--- src/rtl/trace_capture_unit_pkg.sv ---
// rtl/trace_capture_unit_pkg.sv - shared types, trigger modes and sample layout for the trace capture unit
// Contents: capture FSM state encoding, TRIG_* mode codes, sample field
//   offsets and sample width as a function of DATA_W.
package trace_capture_unit_pkg;

  typedef enum logic [1:0] {
    ST_IDLE = 2'd0,
    ST_PRE  = 2'd1,
    ST_POST = 2'd2,
    ST_DONE = 2'd3
  } state_t;

  localparam logic [1:0] TRIG_IMM   = 2'b00;
  localparam logic [1:0] TRIG_PCSRC = 2'b01;
  localparam logic [1:0] TRIG_MATCH = 2'b10;
  localparam logic [1:0] TRIG_EXT   = 2'b11;

  // Sample layout, LSB first: RegWrite, MemWrite, PCSrc, ALUFlags[3:0],
  // ALUResult, Instr.
  localparam int REGWRITE_BIT = 0;
  localparam int MEMWRITE_BIT = 1;
  localparam int PCSRC_BIT    = 2;
  localparam int FLAGS_LSB    = 3;
  localparam int FLAGS_W      = 4;
  localparam int ALU_LSB      = FLAGS_LSB + FLAGS_W;

  function automatic int instr_lsb(input int data_w);
    return ALU_LSB + data_w;
  endfunction

  function automatic int sample_w(input int data_w);
    return 2 * data_w + ALU_LSB;
  endfunction

endpackage

--- src/rtl/trace_capture_unit_if.sv ---
// rtl/trace_capture_unit_if.sv - processor sample, trigger control and readout bundle
// slave modport (trace unit): inputs arm, trig_mode, trig_match, trig_mask,
//   trig_in, post_count, Instr, ALUResult, ALUFlags, PCSrc, MemWrite,
//   RegWrite, rd_en, rd_addr; outputs rd_data, rd_valid, busy, done, count,
//   trig_idx.
// master modport (processor/debug side): the same signals, opposite direction.
interface trace_capture_unit_if #(
  parameter int DATA_W = 32,
  parameter int DEPTH  = 64
);
  import trace_capture_unit_pkg::*;

  localparam int ADDR_W   = $clog2(DEPTH);
  localparam int SAMPLE_W = sample_w(DATA_W);

  logic                arm;
  logic [1:0]          trig_mode;
  logic [DATA_W-1:0]   trig_match;
  logic [DATA_W-1:0]   trig_mask;
  logic                trig_in;
  logic [ADDR_W-1:0]   post_count;
  logic [DATA_W-1:0]   Instr;
  logic [DATA_W-1:0]   ALUResult;
  logic [3:0]          ALUFlags;
  logic                PCSrc;
  logic                MemWrite;
  logic                RegWrite;
  logic                rd_en;
  logic [ADDR_W-1:0]   rd_addr;
  logic [SAMPLE_W-1:0] rd_data;
  logic                rd_valid;
  logic                busy;
  logic                done;
  logic [ADDR_W:0]     count;
  logic [ADDR_W-1:0]   trig_idx;

  modport slave (
    input  arm, trig_mode, trig_match, trig_mask, trig_in, post_count,
    input  Instr, ALUResult, ALUFlags, PCSrc, MemWrite, RegWrite,
    input  rd_en, rd_addr,
    output rd_data, rd_valid, busy, done, count, trig_idx
  );

  modport master (
    output arm, trig_mode, trig_match, trig_mask, trig_in, post_count,
    output Instr, ALUResult, ALUFlags, PCSrc, MemWrite, RegWrite,
    output rd_en, rd_addr,
    input  rd_data, rd_valid, busy, done, count, trig_idx
  );

endinterface

--- src/rtl/trace_capture_unit_ram.sv ---
// rtl/trace_capture_unit_ram.sv - simple dual-port sample buffer with registered read
// Ports: clk, rst (async, active high, clears read register only);
//   wr_en/wr_addr/wr_data write port; rd_en/rd_addr read request;
//   rd_data registered read data, holds when rd_en is low.
module trace_capture_unit_ram #(
  parameter int WIDTH = 71,
  parameter int DEPTH = 64,
  localparam int ADDR_W = $clog2(DEPTH)
) (
  input  logic              clk,
  input  logic              rst,
  input  logic              wr_en,
  input  logic [ADDR_W-1:0] wr_addr,
  input  logic [WIDTH-1:0]  wr_data,
  input  logic              rd_en,
  input  logic [ADDR_W-1:0] rd_addr,
  output logic [WIDTH-1:0]  rd_data
);

  logic [WIDTH-1:0] mem [DEPTH];
  logic [WIDTH-1:0] rd_data_q, rd_data_d;

  always_ff @(posedge clk) begin
    if (wr_en) mem[wr_addr] <= wr_data;
  end

  always_comb begin
    rd_data_d = rd_data_q;
    if (rd_en) rd_data_d = mem[rd_addr];
  end

  always_ff @(posedge clk or posedge rst) begin
    if (rst) rd_data_q <= '0;
    else     rd_data_q <= rd_data_d;
  end

  assign rd_data = rd_data_q;

endmodule

--- src/rtl/trace_capture_unit.sv ---
// rtl/trace_capture_unit.sv - circular trace buffer with programmable trigger and post-trigger window
// Ports: CLK; RST (async, active high); bus (trace_capture_unit_if.slave)
//   carrying arm/trigger setup, the per-cycle processor sample, the readout
//   request and the registered status/readout outputs.
module trace_capture_unit
  import trace_capture_unit_pkg::*;
#(
  parameter int DATA_W = 32,
  parameter int DEPTH  = 64
) (
  input  logic                 CLK,
  input  logic                 RST,
  trace_capture_unit_if.slave  bus
);

  localparam int ADDR_W   = $clog2(DEPTH);
  localparam int SAMPLE_W = sample_w(DATA_W);
  localparam logic [ADDR_W:0] FULL = (ADDR_W + 1)'(DEPTH);

  state_t              state_q, state_d;
  logic [ADDR_W-1:0]   wr_ptr_q, wr_ptr_d;
  logic [ADDR_W:0]     count_q, count_d;
  logic [ADDR_W-1:0]   post_cnt_q, post_cnt_d;
  logic [ADDR_W-1:0]   post_eff_q, post_eff_d;
  logic [ADDR_W-1:0]   trig_idx_q, trig_idx_d;
  logic                busy_q, busy_d;
  logic                done_q, done_d;
  logic                rd_valid_q, rd_valid_d;
  logic                rd_zero_q, rd_zero_d;

  logic                trig_hit;
  logic                wr_en;
  logic                rd_fire;
  logic [ADDR_W:0]     count_inc;
  logic [ADDR_W-1:0]   post_sel;
  logic [ADDR_W:0]     trig_calc;
  logic [ADDR_W-1:0]   rd_phys;
  logic [SAMPLE_W-1:0] wr_sample;
  logic [SAMPLE_W-1:0] ram_rdata;

  assign wr_sample = {bus.Instr, bus.ALUResult, bus.ALUFlags,
                      bus.PCSrc, bus.MemWrite, bus.RegWrite};

  always_comb begin
    trig_hit = 1'b0;
    case (bus.trig_mode)
      TRIG_IMM:   trig_hit = 1'b1;
      TRIG_PCSRC: trig_hit = bus.PCSrc;
      TRIG_MATCH: trig_hit = ((bus.Instr ^ bus.trig_match) & bus.trig_mask) == '0;
      TRIG_EXT:   trig_hit = bus.trig_in;
      default:    trig_hit = 1'b0;
    endcase
  end

  // Stored-sample count saturates once the buffer has wrapped.
  assign count_inc = (count_q == FULL) ? FULL : count_q + (ADDR_W + 1)'(1);

  // post_count is ADDR_W bits wide, so it can never exceed DEPTH-1: the
  // overwrite guard is inherent and the trigger sample always survives.
  assign post_sel  = (state_q == ST_PRE) ? bus.post_count : post_eff_q;
  assign trig_calc = count_inc - (ADDR_W + 1)'(1) - {1'b0, post_sel};

  always_comb begin
    state_d    = state_q;
    wr_ptr_d   = wr_ptr_q;
    count_d    = count_q;
    post_cnt_d = post_cnt_q;
    post_eff_d = post_eff_q;
    trig_idx_d = trig_idx_q;
    wr_en      = 1'b0;
    // arm restarts from any state and overrides a same-cycle trigger or
    // completion; the arm cycle itself is not sampled.
    if (bus.arm) begin
      state_d = ST_PRE;
      count_d = '0;
    end else begin
      case (state_q)
        ST_PRE: begin
          wr_en    = 1'b1;
          wr_ptr_d = wr_ptr_q + ADDR_W'(1);
          count_d  = count_inc;
          if (trig_hit) begin
            post_eff_d = bus.post_count;
            post_cnt_d = bus.post_count;
            if (bus.post_count == '0) begin
              state_d    = ST_DONE;
              trig_idx_d = trig_calc[ADDR_W-1:0];
            end else begin
              state_d = ST_POST;
            end
          end
        end
        ST_POST: begin
          wr_en      = 1'b1;
          wr_ptr_d   = wr_ptr_q + ADDR_W'(1);
          count_d    = count_inc;
          post_cnt_d = post_cnt_q - ADDR_W'(1);
          if (post_cnt_q == ADDR_W'(1)) begin
            state_d    = ST_DONE;
            trig_idx_d = trig_calc[ADDR_W-1:0];
          end
        end
        default: ;
      endcase
    end
  end

  always_comb begin
    busy_d = (state_d == ST_PRE) || (state_d == ST_POST);
    done_d = (state_d == ST_DONE);
  end

  // Readout: index 0 is the oldest stored sample. With a full buffer
  // count[ADDR_W-1:0] is 0, so the oldest sample sits at wr_ptr.
  assign rd_fire = bus.rd_en && (state_q == ST_DONE);
  assign rd_phys = wr_ptr_q - count_q[ADDR_W-1:0] + bus.rd_addr;

  always_comb begin
    rd_valid_d = rd_fire;
    rd_zero_d  = rd_zero_q;
    if (rd_fire) rd_zero_d = ({1'b0, bus.rd_addr} >= count_q);
  end

  always_ff @(posedge CLK or posedge RST) begin
    if (RST) begin
      state_q    <= ST_IDLE;
      wr_ptr_q   <= '0;
      count_q    <= '0;
      post_cnt_q <= '0;
      post_eff_q <= '0;
      trig_idx_q <= '0;
      busy_q     <= 1'b0;
      done_q     <= 1'b0;
      rd_valid_q <= 1'b0;
      rd_zero_q  <= 1'b0;
    end else begin
      state_q    <= state_d;
      wr_ptr_q   <= wr_ptr_d;
      count_q    <= count_d;
      post_cnt_q <= post_cnt_d;
      post_eff_q <= post_eff_d;
      trig_idx_q <= trig_idx_d;
      busy_q     <= busy_d;
      done_q     <= done_d;
      rd_valid_q <= rd_valid_d;
      rd_zero_q  <= rd_zero_d;
    end
  end

  trace_capture_unit_ram #(
    .WIDTH (SAMPLE_W),
    .DEPTH (DEPTH)
  ) u_ram (
    .clk     (CLK),
    .rst     (RST),
    .wr_en   (wr_en),
    .wr_addr (wr_ptr_q),
    .wr_data (wr_sample),
    .rd_en   (rd_fire),
    .rd_addr (rd_phys),
    .rd_data (ram_rdata)
  );

  // Both mux inputs are registers, so rd_data has no path from the inputs.
  assign bus.rd_data  = rd_zero_q ? '0 : ram_rdata;
  assign bus.rd_valid = rd_valid_q;
  assign bus.busy     = busy_q;
  assign bus.done     = done_q;
  assign bus.count    = count_q;
  assign bus.trig_idx = trig_idx_q;

endmodule

--- src/flat_wrapper.sv ---
// flat-port wrapper written by rule: the top's interface ports become plain ports
module trace_capture_unit_flat import trace_capture_unit_pkg::*;
#(
  parameter int DATA_W = 32,
  parameter int DEPTH  = 64
)
  (CLK, RST, bus_arm, bus_trig_mode, bus_trig_match, bus_trig_mask, bus_trig_in, bus_post_count, bus_Instr, bus_ALUResult, bus_ALUFlags, bus_PCSrc, bus_MemWrite, bus_RegWrite, bus_rd_en, bus_rd_addr, bus_rd_data, bus_rd_valid, bus_busy, bus_done, bus_count, bus_trig_idx);
  trace_capture_unit_if #(.DATA_W(DATA_W), .DEPTH(DEPTH)) bus_i ();
  input  logic CLK;
  input  logic RST;
  input wire logic [$bits(bus_i.arm)-1:0] bus_arm;
  input wire logic [$bits(bus_i.trig_mode)-1:0] bus_trig_mode;
  input wire logic [$bits(bus_i.trig_match)-1:0] bus_trig_match;
  input wire logic [$bits(bus_i.trig_mask)-1:0] bus_trig_mask;
  input wire logic [$bits(bus_i.trig_in)-1:0] bus_trig_in;
  input wire logic [$bits(bus_i.post_count)-1:0] bus_post_count;
  input wire logic [$bits(bus_i.Instr)-1:0] bus_Instr;
  input wire logic [$bits(bus_i.ALUResult)-1:0] bus_ALUResult;
  input wire logic [$bits(bus_i.ALUFlags)-1:0] bus_ALUFlags;
  input wire logic [$bits(bus_i.PCSrc)-1:0] bus_PCSrc;
  input wire logic [$bits(bus_i.MemWrite)-1:0] bus_MemWrite;
  input wire logic [$bits(bus_i.RegWrite)-1:0] bus_RegWrite;
  input wire logic [$bits(bus_i.rd_en)-1:0] bus_rd_en;
  input wire logic [$bits(bus_i.rd_addr)-1:0] bus_rd_addr;
  output wire logic [$bits(bus_i.rd_data)-1:0] bus_rd_data;
  output wire logic [$bits(bus_i.rd_valid)-1:0] bus_rd_valid;
  output wire logic [$bits(bus_i.busy)-1:0] bus_busy;
  output wire logic [$bits(bus_i.done)-1:0] bus_done;
  output wire logic [$bits(bus_i.count)-1:0] bus_count;
  output wire logic [$bits(bus_i.trig_idx)-1:0] bus_trig_idx;
  assign bus_i.arm = bus_arm;
  assign bus_i.trig_mode = bus_trig_mode;
  assign bus_i.trig_match = bus_trig_match;
  assign bus_i.trig_mask = bus_trig_mask;
  assign bus_i.trig_in = bus_trig_in;
  assign bus_i.post_count = bus_post_count;
  assign bus_i.Instr = bus_Instr;
  assign bus_i.ALUResult = bus_ALUResult;
  assign bus_i.ALUFlags = bus_ALUFlags;
  assign bus_i.PCSrc = bus_PCSrc;
  assign bus_i.MemWrite = bus_MemWrite;
  assign bus_i.RegWrite = bus_RegWrite;
  assign bus_i.rd_en = bus_rd_en;
  assign bus_i.rd_addr = bus_rd_addr;
  assign bus_rd_data = bus_i.rd_data;
  assign bus_rd_valid = bus_i.rd_valid;
  assign bus_busy = bus_i.busy;
  assign bus_done = bus_i.done;
  assign bus_count = bus_i.count;
  assign bus_trig_idx = bus_i.trig_idx;
  trace_capture_unit #(.DATA_W(DATA_W), .DEPTH(DEPTH)) u_core (.CLK(CLK), .RST(RST), .bus(bus_i));
endmodule
--- config.mk ---
export PLATFORM = sky130hd
export DESIGN_NAME = trace_capture_unit_flat
export DESIGN_NICKNAME = d
export VERILOG_FILES = /design/src/rtl/trace_capture_unit_pkg.sv /design/src/rtl/trace_capture_unit_if.sv /design/src/rtl/trace_capture_unit_ram.sv /design/src/rtl/trace_capture_unit.sv /design/src/flat_wrapper.sv
export SDC_FILE = /design/constraint.sdc
export NUM_CORES = 2
export LEC_CHECK = 0
export BUFFER_PORTS_ARGS = -buffer_cell sky130_fd_sc_hd__buf_4
export CAP_MARGIN = 20
export CORE_MARGIN = 3
export CORE_UTILIZATION = 34
export DETAILED_ROUTE_END_ITERATION = 6
export GPL_ROUTABILITY_DRIVEN = 0
export SLEW_MARGIN = 20
export SYNTH_ARGS = -nofsm -noshare
export SYNTH_HDL_FRONTEND = slang
export SYNTH_MEMORY_MAX_BITS = 65536
export SYNTH_SLANG_ARGS = --single-unit
--- constraint.sdc ---
create_clock -name CLK -period 5.4 [get_ports CLK]
set_clock_uncertainty 0.15 [all_clocks]
set_input_delay 1.62 -clock CLK [delete_from_list [all_inputs] [get_ports CLK]]
set_output_delay 1.62 -clock CLK [all_outputs]
set_load 0.1 [all_outputs]
* Yosys cells after proc, flatten, opt, wreduce, memory -nomap -nowiden *
Memories as Yosys holds them, arrays and structs flattened. A register that Yosys moved wholly into a read port is not among the register bits.
Cells that the tools add are included.

storage, ports and cells
  output and inout bits = 87
  memory bits (writable) = 4544
  input port bits = 154
  memories kept = 1
  register bits = 37

memory list
  name              depth  width  read ports  clocked after Yosys merged registers in  wr ports  line                          RTL
  u_core.u_ram.mem  64     71     1           1                                        1         trace_capture_unit_ram.sv:20  logic [WIDTH-1:0] mem [DEPTH];

cells by class
  $lt $le $gt $ge = 1
  mux-type cells = 21
  equal/unequal tests = 14
  $add $sub $neg = 7
  reductions and logical operators = 12
  bitwise operators = 3

operators with widths
  kind                                                                      count
  71-bit two-way mux                                                        1
  32-bit AND                                                                1
  32-bit zero test                                                          1
  32-bit XOR                                                                1
  6-bit two-way mux                                                         5
  6-bit one-hot mux with 2 select lines                                     2
  7-bit two-way mux                                                         3
  2-bit equality test (second input constant)                               6
  6-bit by 1-bit subtractor with 6-bit output (second input constant)       2
  6-bit subtractor                                                          2
  7-bit by 1-bit adder with 7-bit output (second input constant)            1
  7-bit equality test (second input constant)                               1
  6-bit by 7-bit >= comparator with 1-bit output                            1
  6-bit by 1-bit adder with 6-bit output (second input constant)            1
  6-bit adder                                                               1
  2-bit by 1-bit equality test with 1-bit output (second input constant)    3
  6-bit by 1-bit equality test with 1-bit output (second input constant)    1
  6-bit zero test                                                           1
  2-bit two-way mux                                                         3
  3-bit AND reduction                                                       2
  1-bit two-way mux                                                         5
  5-bit AND reduction                                                       1
  2-bit by 1-bit inequality test with 1-bit output (second input constant)  2
  1-bit one-hot mux with 4 select lines                                     1
  9 further kinds                                                           10

* Logic depth before layout (Yosys ltp) *
  depth after elaboration = 9
  gate-level depth with buffers = 14
  gate-level depth less buffers = 12

* Modules after synthesis *
From an unflattened synthesis, not the netlist that was laid out.

unflattened totals
  cells, all modules = 8722
  area, all modules = 180220.3 µm²

modules (own cells, without submodules)
  module                  times used  area an instance (µm²)  cells each  seq. area each (µm²)
  trace_capture_unit_ram  1           176621.9                8306        138227.6
  trace_capture_unit      1           3598.5                  416         925.9

* Least setup slack after synthesis *
Ideal clock, no wire load.

  path type = input-to-reg
  from = in bus_arm
  to = mem u_core.u_ram.mem[57][0], enable pin
  data required time = 4.749 ns
  arrival = 5.409 ns
  path slack = -0.660 ns
  stages on the path = 4
  path through = buf_1 > nor3_1 > nand3_1 > nor2_1

on the way
  cells in the longest elaborated chain, start to end = 3

ends and longest elaborated chain
  what                                     line                          RTL
  from (decl)                              flat_wrapper.sv:11            input wire logic [$bits(bus_i.arm)-1:0] bus_arm;
  1-bit two-way mux                        trace_capture_unit.sv:73      if (bus.arm) begin
  1-bit two-way mux                        trace_capture_unit_ram.sv:24  if (wr_en) mem[wr_addr] <= wr_data;
  1-bit two-way mux (not written as such)  trace_capture_unit_ram.sv:24
  to (decl)                                trace_capture_unit_ram.sv:20

Every way passes these cells.

* Worst setup path in the final report *
  from = reg u_core.rd_zero_q
  to = out bus_rd_data[59]

on the way
  cells in the longest elaborated chain, start to end = 1

ends and longest elaborated chain
  what                    line                       RTL
  from (decl)             trace_capture_unit.sv:29   logic rd_zero_q, rd_zero_d;
  from (signal assigned)  trace_capture_unit.sv:146  rd_zero_q <= rd_zero_d;
  71-bit two-way mux      trace_capture_unit.sv:165  assign bus.rd_data = rd_zero_q ? '0 : ram_rdata;
  to (decl)               flat_wrapper.sv:25         output wire logic [$bits(bus_i.rd_data)-1:0] bus_rd_data;

Every way passes these cells.

==> flow_metrics.tcl <==
set metrics [dict create \
    grt_pass1_vias 89130 \
    topRoutingLayerUsed "met5" \
    antenna_found_initial 46 \
    r2r_end "u_core.u_ram.rd_data[20]" \
    synth-compound-area-share_pct 1.208 \
    yosys.area.top_type_share_pct 76.27 \
    seqCellArea_mm2 0.1392 \
    crit_chain "nor2b_1 -> buf_4" \
    yosysWarningCount 0 \
    die_h_um 731.4 \
    cts_buffer_depth 4 \
    fin_nets 8574 \
    crit_type "reg -> out" \
    post_cts_buffers 0 \
    worst-path-max-fanout 24 \
    final.fill_count 45310 \
    drc 0 \
    final_common_cell "edfxtp_1" \
    path_buf_inv 1 \
    netlist_instances 7557 \
    placed_area_mm2 0.1952 \
    synth-adder-area-share_pct 0.2560 \
    final_cell_mix "4544 x edfxtp_1, 1278 x mux4_2, 548 x buf_4" \
    critPathArrivalTime_ns 3.25 \
    hold_path_class "reg -> reg" \
    crit_family "simple AND/OR/NAND/NOR gates" \
    cpMaxStageDelayCell "nor2b_1" \
    fin_crit_sh_pct 92.90 \
    yosys_register_bits 4652 \
    grt.total_usage_pct 20.21 \
    areaGrowthSynthToFinish_pct 17.38 \
    clk_pin_slew_ns 0.06 \
    clock-sinks 4652 \
    status "complete, no violations" \
    cts.repair.resized 0 \
    wl_met3_um 53760 \
    ff2ff_setup_slack_ns 1.07 \
    numCtsBuffers 450 \
    holdCritStartpoint "u_core.u_ram.rd_data[43]" \
    start_util_pct 34.24 \
    synthTopCellsByArea "edfxtp_1 76%, mux4_2 16%, dfrtp_1 1.5%" \
    drv_slew 0 \
    grt_max_degree 66 \
    multi_input_area_mm2 0.03842 \
    critPathMaxStageDelay_ns 0.98 \
    power.leakage_nw 66.21 \
    irDropWorstVdd_mv 0.8421 \
    report.power.total_w 0.1526 \
    clk-insertion-delay-late_ns 1.01 \
    drt_pass1_iterations 6 \
    wl_met1_um 215200 \
    synth-async-reset-ratio_pct 2.322 \
    ys_seq_area_share_pct 77.78 \
    synth_xor_area_share_pct 0.2686 \
    h-tree-depth 5 \
    whs_path_depth 2 \
    cp-end-kind "output port" \
    power_density_mw_per_mm2 726.7 \
    io_buffers 240 \
    yosys.cell_types.count 52 \
    syn_area_per_cell_um2 23.67 \
    die_area_mm2 0.5349 \
    fin_crit_ns 5.017 \
    hold_viol 0 \
    coreArea_mm2 0.5226 \
    critPathLaunchType "flip-flop" \
    cts_tree "done" \
    worstMarginPinSlew_ns 1.070 \
    gr-total-overflow 0 \
    synthSimpleGateAreaFrac_pct 1.069 \
    pin_count 241 \
    whs_ns 0.3299 \
    synthFlopType "edfxtp_1" \
    syn-num-nets 7744 \
    rsz0062_at_grt "false" \
    rr_startpoint "u_core.wr_ptr_q[0]" \
    synth_top_family_by_area "multiplexers" \
    wire_per_inst_um 35.02 \
    hold_buffers 0 \
    dieWidth_um 731.4 \
    drt-total-wl_um 550800 \
    antenna_left 0 \
    num_vias 88980 \
    drt_iter0_drc 13300 \
    num_rows 265 \
    synth_enable_flop_cells 4544 \
    fmaxAchievable_mhz 199.3 \
    synth_area_leader_cell "edfxtp_1" \
    drive_gt1_share_pct 33.52 \
    reg2reg_depth 12 \
    maxSlewHeadroom_pct 28.54 \
    synthMuxAreaShare_pct 18.33 \
    drv_cap 0 \
    grt_pass1_wl_um 749600 \
    via_per_inst 5.657 \
    dr_wl_met2_um 263500 \
    syn_area_mm2 0.1789 \
    postLayoutCellArea_mm2 0.2100 \
    hold_end "u_core.u_ram.rd_data[43]" \
    place_hpwl_um 298500 \
    setup_viol 0 \
    required_ns 3.63 \
    cts-root-buf "clkbuf_16" \
]
==> power breakdown <==
group	leakage, nW	internal, W	switching, W
clock network	7.19	0.0181	0.0135
registers	42.2	0.0409	0.000827
logic	16.8	0.0393	0.0400
total	66.2	0.0983	0.0543
==> Yosys cell counts, types with 12 or more instances <==
cell       number
dfrtp_1       108
edfxtp_1     4544
mux2i_1       224
buf_1          12
nand2_1       227
buf_4          20
o2111ai_1      71
xor2_1         35
inv_1          41
mux2_2        142
o21ai_0        16
o211ai_1      142
xnor2_1        18
a21oi_1        14
mux4_2       1278
nand3_1        18
ha_1           27
buf_2         154
a22oi_1        16
nor2_1         87
clkbuf_1      216
nor2b_1        72
==> state kept, by name, summed over array words and instances (netlist names), 2 cells and up <==
signal,flops
u_core.u_ram.mem,4544
u_core.u_ram.rd_data,71
u_core.bus.count,7
u_core.bus.trig_idx,6
u_core.post_cnt_q,6
u_core.post_eff_q,6
u_core.wr_ptr_q,6
u_core.state_q,2
==> stage by stage <==
stage	setup WS [ns]	setup TNS (ns)	cells	utilization [%]
after floorplan	-0.6597	-2662.42	7557	-
after global placement	-0.05356	-0.3584	14880	37.36
after detailed placement	-0.06693	-0.5511	14880	37.36
after CTS	0.3977	0	15720	40.18
after global routing	0.2697	0	15720	40.18
final	0.3834	0	15730	40.19
==> tightest hold or removal path: cells and delay by family, from the launching register on <==
family	cells	cell delay, ns
AO/OA/AOI/OAI	1	0.06
flip-flops	1	0.33
AND/OR/NAND/NOR	1	0.05
==> layout make-up <==
class / instances / area share [%]
Sequential cell: 4652 / 66.27
Clock buffer: 578 / 5.722
Tap cell: 6942 / 4.136
Antenna cell: 6 / 0.007150
Inverter: 41 / 0.07686
Multi-Input combinational cell: 2460 / 18.30
Timing Repair Buffer: 782 / 4.190
Clock inverter: 266 / 1.304
==> per-layer routing <==
metal  vias up  GRT usage [%]
met1     49050          27.69
met3       874          4.300
met5         -              0
met4        32          5.947
met2      4994          32.64
li1      34020              -
==> worst max path at each step <==
stage	start	to	slack (ns)	depth (start not counted)
after floorplan	bus_arm	u_core.u_ram.mem[57][0]	-0.66	4
after global placement	bus_rd_addr[1]	u_core.u_ram.rd_data[24]	-0.05	12
after detailed placement	bus_rd_addr[1]	u_core.u_ram.rd_data[18]	-0.07	12
after CTS	u_core.rd_zero_q	bus_rd_data[57]	0.40	2
after global routing	u_core.rd_zero_q	bus_rd_data[57]	0.27	2
final	u_core.rd_zero_q	bus_rd_data[59]	0.38	2
==> cell families after synthesis <==
family                     count (synthesis)
and+or+nand+nor                          433
buffers and inverters                    445
adders and majority gates                 33
DFF                                     4652
AOI/OAI and AO/OA                        285
muxes                                   1655
xor gates and xnor gates                  54
Power figures use the tool's default switching activity.
